**src/rtl/sobel_filter.sv**
```systemverilog
// Three-lane (R/G/B) 3x3 Sobel magnitude engine: collects nine lockstep samples,
// computes min(|Gx|+|Gy|, 255) per lane and hands each result off independently.
module sobel_filter (
    input  logic       i_clk,
    input  logic       i_rst,
    input  logic       i_r_vld,
    input  logic       i_g_vld,
    input  logic       i_b_vld,
    input  logic [7:0] i_r_data,
    input  logic [7:0] i_g_data,
    input  logic [7:0] i_b_data,
    output logic       i_r_busy,
    output logic       i_g_busy,
    output logic       i_b_busy,
    output logic       o_result_r_vld,
    output logic       o_result_g_vld,
    output logic       o_result_b_vld,
    output logic [7:0] o_result_r_data,
    output logic [7:0] o_result_g_data,
    output logic [7:0] o_result_b_data,
    input  logic       o_result_r_busy,
    input  logic       o_result_g_busy,
    input  logic       o_result_b_busy,
    output logic [1:0] o_dbg_state,
    output logic [3:0] o_dbg_cnt
);

    // Handshake: a sample/result moves only at a rising edge where vld=1 and busy=0.
    typedef enum logic [1:0] {
        ST_COLLECT = 2'd0,
        ST_COMPUTE = 2'd1,
        ST_OUTPUT  = 2'd2
    } state_t;

    state_t                state_q, state_d;
    logic [3:0]            cnt_q, cnt_d;
    logic [2:0][8:0][7:0]  win_q, win_d;
    logic [2:0][7:0]       mag_q, mag_d;
    logic                  loaded_q, loaded_d;
    logic [2:0]            res_vld_q, res_vld_d;
    logic [2:0][7:0]       res_data_q, res_data_d;
    logic                  busy_q, busy_d;

    logic [2:0]            in_vld;
    logic [2:0][7:0]       in_data;
    logic [2:0]            out_busy;
    logic                  consume;
    logic [2:0]            xfer;

    // Lane index 0 = R, 1 = G, 2 = B.
    assign in_vld   = {i_b_vld, i_g_vld, i_r_vld};
    assign in_data  = {i_b_data, i_g_data, i_r_data};
    assign out_busy = {o_result_b_busy, o_result_g_busy, o_result_r_busy};

    assign consume  = (state_q == ST_COLLECT) && !busy_q && (&in_vld);
    assign xfer     = res_vld_q & ~out_busy;

    // Gradients fit 11-bit two's complement since |Gx|,|Gy| <= 1020.
    function automatic logic [7:0] sobel_mag(input logic [8:0][7:0] w);
        logic [9:0]  px, nx, py, ny;
        logic [10:0] gx, gy, ax, ay;
        logic [11:0] sum;
        px  = {2'b00, w[2]} + {1'b0, w[5], 1'b0} + {2'b00, w[8]};
        nx  = {2'b00, w[0]} + {1'b0, w[3], 1'b0} + {2'b00, w[6]};
        py  = {2'b00, w[6]} + {1'b0, w[7], 1'b0} + {2'b00, w[8]};
        ny  = {2'b00, w[0]} + {1'b0, w[1], 1'b0} + {2'b00, w[2]};
        gx  = {1'b0, px} - {1'b0, nx};
        gy  = {1'b0, py} - {1'b0, ny};
        ax  = gx[10] ? (11'd0 - gx) : gx;
        ay  = gy[10] ? (11'd0 - gy) : gy;
        sum = {1'b0, ax} + {1'b0, ay};
        return (sum > 12'd255) ? 8'hFF : sum[7:0];
    endfunction

    always_comb begin
        state_d    = state_q;
        cnt_d      = cnt_q;
        win_d      = win_q;
        mag_d      = mag_q;
        loaded_d   = loaded_q;
        res_vld_d  = res_vld_q;
        res_data_d = res_data_q;

        case (state_q)
            ST_COLLECT: begin
                if (consume) begin
                    for (int l = 0; l < 3; l++) begin
                        win_d[l][cnt_q] = in_data[l];
                    end
                    if (cnt_q == 4'd8) begin
                        cnt_d   = 4'd0;
                        state_d = ST_COMPUTE;
                    end else begin
                        cnt_d = cnt_q + 4'd1;
                    end
                end
            end
            ST_COMPUTE: begin
                for (int l = 0; l < 3; l++) begin
                    mag_d[l] = sobel_mag(win_q[l]);
                end
                loaded_d = 1'b0;
                state_d  = ST_OUTPUT;
            end
            ST_OUTPUT: begin
                // First OUTPUT cycle publishes the magnitudes; afterwards lanes drain independently.
                if (!loaded_q) begin
                    res_data_d = mag_q;
                    res_vld_d  = 3'b111;
                    loaded_d   = 1'b1;
                end else begin
                    res_vld_d = res_vld_q & ~xfer;
                    if (res_vld_d == 3'b000) begin
                        state_d = ST_COLLECT;
                    end
                end
            end
            default: begin
                state_d = ST_COLLECT;
            end
        endcase

        busy_d = (state_d != ST_COLLECT);
    end

    always_ff @(posedge i_clk or negedge i_rst) begin
        if (!i_rst) begin
            state_q    <= ST_COLLECT;
            cnt_q      <= 4'd0;
            win_q      <= '0;
            mag_q      <= '0;
            loaded_q   <= 1'b0;
            res_vld_q  <= 3'b000;
            res_data_q <= '0;
            busy_q     <= 1'b1;
        end else begin
            state_q    <= state_d;
            cnt_q      <= cnt_d;
            win_q      <= win_d;
            mag_q      <= mag_d;
            loaded_q   <= loaded_d;
            res_vld_q  <= res_vld_d;
            res_data_q <= res_data_d;
            busy_q     <= busy_d;
        end
    end

    assign i_r_busy        = busy_q;
    assign i_g_busy        = busy_q;
    assign i_b_busy        = busy_q;
    assign o_result_r_vld  = res_vld_q[0];
    assign o_result_g_vld  = res_vld_q[1];
    assign o_result_b_vld  = res_vld_q[2];
    assign o_result_r_data = res_data_q[0];
    assign o_result_g_data = res_data_q[1];
    assign o_result_b_data = res_data_q[2];
    assign o_dbg_state     = state_q;
    assign o_dbg_cnt       = cnt_q;

endmodule

```
**config.mk**
```make
export PLATFORM = sky130hd
export DESIGN_NAME = sobel_filter
export DESIGN_NICKNAME = d
export VERILOG_FILES = /design/src/rtl/sobel_filter.sv
export SDC_FILE = /design/constraint.sdc
export NUM_CORES = 1
export LEC_CHECK = 0
export ABC_AREA = 1
export BUFFER_PORTS_ARGS = -buffer_cell sky130_fd_sc_hd__buf_2
export CORE_MARGIN = 4
export CORE_UTILIZATION = 60
export DETAILED_ROUTE_END_ITERATION = 16
export PLACE_DENSITY = 0.78
export RECOVER_POWER = 25
export SYNTH_ARGS = -nofsm -noshare
export SYNTH_HDL_FRONTEND = slang
export SYNTH_SLANG_ARGS = --single-unit
```
**constraint.sdc**
```tcl
create_clock -name i_clk -period 6.3 [get_ports i_clk]
set_clock_uncertainty 0.15 [all_clocks]
set_input_delay 1.89 -clock i_clk [delete_from_list [all_inputs] [get_ports i_clk]]
set_output_delay 1.89 -clock i_clk [all_outputs]
set_load 0.02 [all_outputs]
```
==> qor.yml, run 1 <==
cts_tree: "done"
worstPathRequired_ps: 6550
clock_path_buffers: 3
yosysSeqAreaShare_pct: 30.90
worst-r2r-setup-slack_ps: 830
routed_wl_um: 44960
cts-root-buf: "clkbuf_16"
finalCritPeriodShare_pct: 86.87
rsz0062_at_grt: "false"
synthFlopType: "dfrtp_1"
grt_max_degree: 99
die_h_um: 192.1
min_path_cells: 2
crit_path_end_kind: "flop"
dpl_cell_area_um2: 21120
final-hold-violation-count: 0
start_util_pct: 60.79
yosys_register_bits: 251
critPathKind: "flop to flop"
postSynthCellCount: 2556
firstDrtPassIters: 5
cpMaxStageDelayCell: "fa_1"
crit_arrival_ps: 5730
r2r_end: "mag_q[5]$_DFFE_PN0P_"
hpwl_um: 34470
drv_cap: 1
ff2ff_path_depth: 27
drc: 0
ys_warn_count: 0
grt_util_all_layers_pct: 25.64
post_cts_resized: 0
cts_inserted_buffers: 28
cts_setup_buffers: 0
syn_avg_cell_area_um2: 7.955
cpMostUsedCell: "nand2_1"
hp-class: "flop to flop"
io_pins: 68
fmax_ghz: 0.1827
hold_buffers: 0
grt-ovfl-total: 0
worstPathMaxFanout: 8
syn_area_um2: 20330
layout_commonest_cell: "nand2_1"
final_cell_mix: "nand2_1, inv_1, dfrtp_1"
async_flop_share_pct: 100.0
violations: "max-capacitance violations, max-slew violations"
die_x_um: 192.1
post-route-util_pct: 66.04
htreeDepth: 1
fill_cells: 2789
min_delay_worst_endpoint: "win_q[173]$_DFFE_PN0P_"
syn_to_final_growth_pct: 8.640
die_area_um2: 36900
grt_pass1_wl_um: 78140
drt.antenna.violating_nets: 0
drtIter0Drc: 884
tightest_slew_ps: 2946
syn-num-nets: 2896
cts.sink_count: 251
critPathMaxStageDelay_ps: 550
r2r-start: "win_q[0]$_DFFE_PN0P_"
yosysTopAreaCell: "dfrtp_1"
synth_edf_count: 0
cp-start-kind: "flop"
core_um2: 33450
rows: 67
path_clk_slew_ps: 60
synthTopCellsByArea: "dfrtp_1, fa_1, nand2_1, inv_1, ha_1"
wl_per_cell_um: 14.58
hp-start: "win_q[173]$_DFFE_PN0P_"
nNetsFinal: 2955
antenna_found_initial: 0
synth_cell_types: 40
max_slew_margin_pct: -96.39
design_area_um2: 22090
routabilityCongestion: 0.9059
finalCriticalPeriod_ps: 5473
synth_top_area_share_pct: 30.77
setup_violations: 0
status: "complete, but fails checks"
vias: 15910
diodes: 0
drive_gt1_share_pct: 6.904
fin_tns_setup_ps: 0
grt_pass1_vias: 16660
via_per_inst: 5.159
port_buffers: 67
clk_latency_ps: 540
slew_viol_final: 54
-- cells by family after synthesis --
| kind of cell | count (synthesis) | synth area share [%] |
|---|---|---|
| simple gates | 954 | 19.53 |
| buf+inv | 658 | 12.38 |
| fa+ha+maj | 308 | 25.93 |
| compound gates | 312 | 7.779 |
| xor+xnor | 49 | 2.148 |
| flops | 251 | 30.90 |
| mux | 24 | 1.329 |
-- stage by stage --
stage	instances	worst slack [ps]	hold slack, ps
after global routing	3084	301.4	355.3
after global placement	3033	932.9	316.5
final	3084	827.4	335.9
after detailed placement	3033	875.6	323.1
after floorplan	2556	1522	303.0
after CTS	3084	841.6	337.2
-- cell type report --
cell class                 count  area [µm²]  area share, %
clock buffer                  37       805.8          3.648
inverter                     609        2286          10.35
clock inverter                14       188.9         0.8553
timing repair buffer          78       412.9          1.869
sequential                   251        6282          28.44
tap                          448       560.5          2.538
multi-input combinational   1647       11550          52.30
-- worst max-delay path, delay by kind of cell, from the launching register on --
| family | cells | cell delay (ps) |
|---|---|---|
| and+or+nand+nor | 16 | 1820 |
| DFF | 1 | 430 |
| adders and majority gates | 6 | 2430 |
| buffers and inverters | 3 | 180 |
| AOI/OAI and AO/OA | 2 | 310 |
-- how the worst max path moves through the flow --
stage | from | endpoint | slack [ps] | cells after the start
floorplan | win_q[0]$_DFFE_PN0P_ | mag_q[0]$_DFFE_PN0P_ | 1520 | 27
global placement | win_q[0]$_DFFE_PN0P_ | mag_q[7]$_DFFE_PN0P_ | 930 | 27
detailed placement | win_q[0]$_DFFE_PN0P_ | mag_q[5]$_DFFE_PN0P_ | 880 | 24
CTS | win_q[0]$_DFFE_PN0P_ | mag_q[1]$_DFFE_PN0P_ | 840 | 24
global route | i_rst | o_result_b_data[0]$_DFFE_PN0P_ | 300 | 2
finish | win_q[0]$_DFFE_PN0P_ | mag_q[5]$_DFFE_PN0P_ | 830 | 27
-- Yosys cell counts (2+ instances only) --
library cell  number
a21oi_1           83
and2_1             6
buf_2             20
buf_4              2
buf_6              2
clkbuf_1          24
dfrtp_1          250
fa_1             189
ha_1             119
inv_1            602
inv_2              6
mux2_2            24
nand2_1          608
nand3_1          117
nand3_2            5
nand3b_1          14
nand4_1           23
nor2_1           149
nor2_2             8
nor3_1             9
nor3_2             3
o21a_1             3
o21ai_0          197
o21ai_1           24
o21bai_1           3
or2_1              4
or2_2              3
xnor2_1           20
xor2_1            28
-- flip-flops by register name, summed over array words and instances, names as in the netlist --
register and flops:
o_result_b_data 8, win_q 192, o_dbg_state 2, o_result_r_data 8, o_dbg_cnt 4, mag_q 24
res_vld_q 3, i_b_busy 1, loaded_q 1, o_result_g_data 8
-- metal layers --
| metal | track usage [%] | wire length, µm |
|---|---|---|
| met4 | 5.513 | 946 |
| met1 | 34.34 | 19700 |
| met2 | 45.54 | 22500 |
| met3 | 2.781 | 1814 |
| met5 | 0 | 0 |
Power of run 1 is not shown: default switching activity piles up to over one toggle a cycle in this logic, so the estimate is an artifact.
==> run 2, diff against run 1 <==
Settings changed: BUFFER_PORTS_ARGS -buffer_cell sky130_fd_sc_hd__buf_2 to default, CORE_UTILIZATION 60 to 25, DONT_BUFFER_PORTS from default to 1, MAX_ROUTING_LAYER from default to met4, PLACE_DENSITY 0.78 to 0.39.
==> run 2 against run 1 <==
The flow now finishes without violations. Global-route usage fell by 13 points. Wire length rose by 17%. Fmax fell by 1.9%. Die area rose by 130%. Register-to-register slack got worse by 100 ps.
==> qor.yml, run 2 (synthesized netlist as in run 1, its figures left out) <==
drt.antenna.violating_nets: 0  # unchanged
start_util_pct: 25.24  # -36 points
clk_latency_ps: 550  # about the same
reg_top3: "win_q (192), mag_q (24)"
multi_input_area_um2: 11560  # about the same
vias: 15200  # -4.5%
grt_pass1_wl_um: 87000  # +11%
port_buffers: 0  # -100%
crit_path_end_kind: "flop"
dpl_cell_area_um2: 21530  # +1.9%
post_cts_resized: 0  # unchanged
cts.sink_count: 251  # unchanged
rsz0062_at_grt: "false"
hp-class: "flop to flop"
die_h_um: 293.2  # +53%
grt_util_all_layers_pct: 12.95  # -13 points
worstPathRequired_ps: 6540  # about the same
drtIter0Drc: 840  # -5.0%
cts_tree: "done"
drv_cap: 0  # -1
hpwl_um: 40510  # +18%
final_cell_mix: "nand2_1, inv_1, dfrtp_1"
max_slew_margin_pct: 45.98  # +140 points
path_clk_slew_ps: 60  # about the same
crit_arrival_ps: 5820  # +90 ps
final-hold-violation-count: 0  # unchanged
status: "complete, no violations"
grt-ovfl-total: 0  # unchanged
design_area_um2: 22680  # +2.7%
whs_ps: 331.8  # -4.041 ps
cpMostUsedCell: "inv_1"
grt_max_degree: 252  # +150%
die_x_um: 293.2  # +53%
grt_pass1_vias: 15960  # -4.2%
tightest_slew_ps: 809.4  # -2136 ps
cpMaxStageDelayCell: "fa_1"
die_area_um2: 85950  # +130%
critPathKind: "flop to flop"
core_um2: 80550  # +140%
hold_buffers: 0  # unchanged
firstDrtPassIters: 5  # unchanged
seq_area_um2: 6282  # unchanged
critPathMaxStageDelay_ps: 550  # about the same
worstPathMaxFanout: 8  # unchanged
largest_reg_flops: 192  # unchanged
nNetsFinal: 2893  # -2.1%
rows: 104  # +55%
drc: 0  # unchanged
cts_setup_buffers: 0  # unchanged
setup_violations: 0  # unchanged
antenna_found_initial: 2  # +2
finalCritPeriodShare_pct: 88.53  # +1.7 points
fill_cells: 8656  # +210%
via_per_inst: 4.178  # -19%
layout_commonest_cell: "nand2_1"
cp.buffers_inverters: 7  # +4
clock_path_buffers: 3  # unchanged
top_register: "win_q"
syn_to_final_growth_pct: 11.54
htreeDepth: 2  # +1
wl_per_cell_um: 14.47  # -0.77%
drive_gt1_share_pct: 4.658  # -2.2 points
io_pins: 68  # unchanged
fin_tns_setup_ps: 0  # unchanged
cp-start-kind: "flop"
critPathTopFamily: "adder cells"
routabilityCongestion: 0.8629  # -4.7%
cts_inserted_buffers: 34  # +21%
slew_viol_final: 0  # -100%
finalCriticalPeriod_ps: 5577  # +104.7 ps
cts-root-buf: "clkbuf_16"
routed_wl_um: 52630  # +17%
fmax_ghz: 0.1793  # -1.9%
-- run 2: final cells by class --
class / instances / area share, %
antenna: 2 / 0.02207
clock inverter: 12 / 0.8552
clock buffer: 47 / 4.188
sequential: 251 / 27.70
multi-input combinational: 1647 / 50.97
tap: 1060 / 5.848
timing repair buffer: 10 / 0.3310
inverter: 609 / 10.08
-- run 2: metal layers --
metal / vias up / part of all wire, % / global-route usage, %
met1: 7210 / 48 / 16.77
met4: 0 / 1.6 / 2.742
met2: 189 / 47 / 21.62
met5: - / 0 / -
met3: 57 / 3.4 / 1.950
li1: 7743 / - / -
-- run 2: worst min-delay path: cells and delay by family (launching register included) --
kind / cells / cell delay, ps
flops: 1 / 340
compound gates: 1 / 60
simple gates: 1 / 50
-- run 2: metrics by stage --
step	cells	utilization, %	setup slack, ps
floorplan	2556	-	1522
global placement	3577	26.73	746.9
detailed placement	3577	26.73	687.5
CTS	3636	28.15	669.6
global route	3638	28.15	284.1
finish	3638	28.15	722.7
-- run 2: worst paths after layout --
path	cells after the start	slack, ps	startpoint	end
worst max-delay path	25	720	win_q[165]$_DFFE_PN0P_	mag_q[17]$_DFFE_PN0P_
worst min-delay path	2	330	win_q[21]$_DFFE_PN0P_	win_q[21]$_DFFE_PN0P_
worst max register to register	25	720	win_q[165]$_DFFE_PN0P_	mag_q[17]$_DFFE_PN0P_
worst min register to register	2	330	win_q[21]$_DFFE_PN0P_	win_q[21]$_DFFE_PN0P_
max in group asynchronous	0	4510	i_rst	o_result_b_data[2]$_DFFE_PN0P_
min in group asynchronous	0	920	i_rst	win_q[132]$_DFFE_PN0P_
Power of run 2 is left out for the same reason.
==> run 3, diff against run 2 <==
Settings changed: CTS_BUF_LIST from default to sky130_fd_sc_hd__clkbuf_8.
==> run 3 against run 2 <==
Non-clock buffer count unchanged. Via count up 0.83%. Wire length up 0.61%. Sequential share of layout area up 0.086 points. Fmax down 0.50%. Utilization down 0.087 points. Final area down 0.31%. Cell count up 0.88%. Critical path type unchanged. Global-route usage up 0.053 points.
==> qor.yml, run 3 (synthesized netlist as in run 1, its figures left out) <==
status: "complete, no violations"
fin_tns_setup_ps: 0  # unchanged
drt.antenna.violating_nets: 0  # unchanged
worstPathMaxFanout: 8  # unchanged
critPathMaxStageDelay_ps: 560  # about the same
post_cts_resized: 0  # unchanged
rows: 104  # unchanged
critPathTopFamily: "adder cells"
drc: 0  # unchanged
path_clk_slew_ps: 60  # about the same
grt_util_all_layers_pct: 13.00  # +0.053 points
cts-root-buf: "clkbuf_8"
max_slew_margin_pct: 43.67  # -2.3 points
cts.sink_count: 251  # unchanged
syn_to_final_growth_pct: 11.19
cpMaxStageDelayCell: "fa_1"
use_met3_pct: 1.995  # +0.045 points
routed_wl_um: 52960  # +0.61%
start_util_pct: 25.24  # unchanged
drtIter0Drc: 847  # +0.83%
cts_setup_buffers: 0  # unchanged
cts_tree: "done"
largest_reg_flops: 192  # unchanged
crit_path_end_kind: "flop"
grt_use_met2_pct: 21.71  # +0.086 points
final-hold-violation-count: 0  # unchanged
drive_gt1_share_pct: 5.562  # +0.90 points
cts_inserted_buffers: 51  # +50%
fmax_ghz: 0.1784  # -0.50%
cp-start-kind: "flop"
clock_path_buffers: 3  # unchanged
clk_latency_ps: 630  # +80 ps
hpwl_um: 40510  # unchanged
worstPathRequired_ps: 6630  # +90 ps
drv_cap: 0  # unchanged
r2r_end: "mag_q[20]$_DFFE_PN0P_"
via_per_inst: 4.176  # about the same
die_h_um: 293.2  # unchanged
critPathKind: "flop to flop"
antenna_found_initial: 3  # +1
ff2ff_path_depth: 24  # -4.0%
htreeDepth: 2  # unchanged
vias: 15330  # +0.83%
nNetsFinal: 2910  # +0.59%
rsz0062_at_grt: "false"
die_area_um2: 85950  # unchanged
slew_viol_final: 0  # unchanged
crit_arrival_ps: 5940  # +120 ps
grt-ovfl-total: 0  # unchanged
hold_buffers: 0  # unchanged
hp-start: "win_q[53]$_DFFE_PN0P_"
port_buffers: 0  # unchanged
worst-r2r-setup-slack_ps: 690  # -30 ps
gr-max-usage-layer: "met2"
core_um2: 80550  # unchanged
finalCriticalPeriod_ps: 5606  # +28.23 ps
io_pins: 68  # unchanged
hp-class: "flop to flop"
grt_pass1_wl_um: 87480  # +0.55%
layout_commonest_cell: "inv_1"
cpMostUsedCell: "inv_1"
cp.buffers_inverters: 6  # -1
r2r-start: "win_q[149]$_DFFE_PN0P_"
reg_top3: "win_q (192), mag_q (24)"
wl_per_cell_um: 14.43  # -0.26%
tightest_slew_ps: 844.9  # +35.52 ps
final_cell_mix: "inv_1, nand2_1, dfrtp_1"
crit_chain: "inv_1 > fa_1 > fa_1 > inv_1 > fa_1 > inv_1 > ha_1 > a21oi_1 > o21ai_1 > nand2_1 > nand3_2 > inv_1 > nand2_1 > xor2_1 > inv_1 > ha_1 > nand2_1 > inv_1 > a21oi_1 > nand3b_1 > nand2_1 > nand3_1 > nor2_2 > a21oi_1"
firstDrtPassIters: 5  # unchanged
grt_pass1_vias: 16100  # +0.89%
die_x_um: 293.2  # unchanged
finalCritPeriodShare_pct: 88.98  # +0.45 points
grtUsageMet1_pct: 16.79  # +0.019 points
min_delay_worst_endpoint: "win_q[53]$_DFFE_PN0P_"
routabilityCongestion: 0.8629  # unchanged
grt_max_degree: 252  # unchanged
setup_violations: 0  # unchanged
top_register: "win_q"
min_path_cells: 2  # unchanged
==> run 3: worst max path at each step <==
stage,slack (ps),end,startpoint,cells after the start
after floorplan,1520,mag_q[0]$_DFFE_PN0P_,win_q[0]$_DFFE_PN0P_,27
after CTS,660,mag_q[20]$_DFFE_PN0P_,win_q[149]$_DFFE_PN0P_,24
after detailed placement,690,mag_q[18]$_DFFE_PN0P_,win_q[149]$_DFFE_PN0P_,24
final,690,mag_q[20]$_DFFE_PN0P_,win_q[149]$_DFFE_PN0P_,24
after global placement,750,mag_q[17]$_DFFE_PN0P_,win_q[149]$_DFFE_PN0P_,24
after global routing,260,mag_q[20]$_DFFE_PN0P_,win_q[165]$_DFFE_PN0P_,25
==> run 3: per-layer routing <==
layer / wire length (µm) / part of all wire (%)
met1: 25240 / 48
met2: 25060 / 47
met3: 1836 / 3.5
met4: 814 / 1.5
met5: 0 / 0
==> run 3: stage by stage <==
stage	utilization, %	instance area (µm²)	cells	worst slack, ps	hold slack (ps)
3_5_place_dp	26.73	21530	3577	687.5	322.5
4_1_cts	28.06	22600	3667	656.2	336.0
6_report	28.07	22610	3670	694.5	331.7
2_1_floorplan	-	20330	2556	1522	303.0
5_1_grt	28.07	22610	3670	259.2	357.2
3_3_place_gp	26.73	21530	3577	746.9	317.3
==> run 3: cell type report <==
type,instances,area (µm²)
Fill cell,8692,57940
Multi-Input combinational cell,1647,11560
Sequential cell,251,6282
Inverter,609,2286
Tap cell,1060,1326
Clock buffer,62,853.3
Clock inverter,28,217.7
Timing Repair Buffer,10,75.07
Antenna cell,3,7.507
==> run 3: worst min-delay path: stages (launching register included) <==
cell and delay (ps):
dfrtp_1 340, nand2_1 50, o21ai_0 60
Power of run 3 is left out for the same reason.
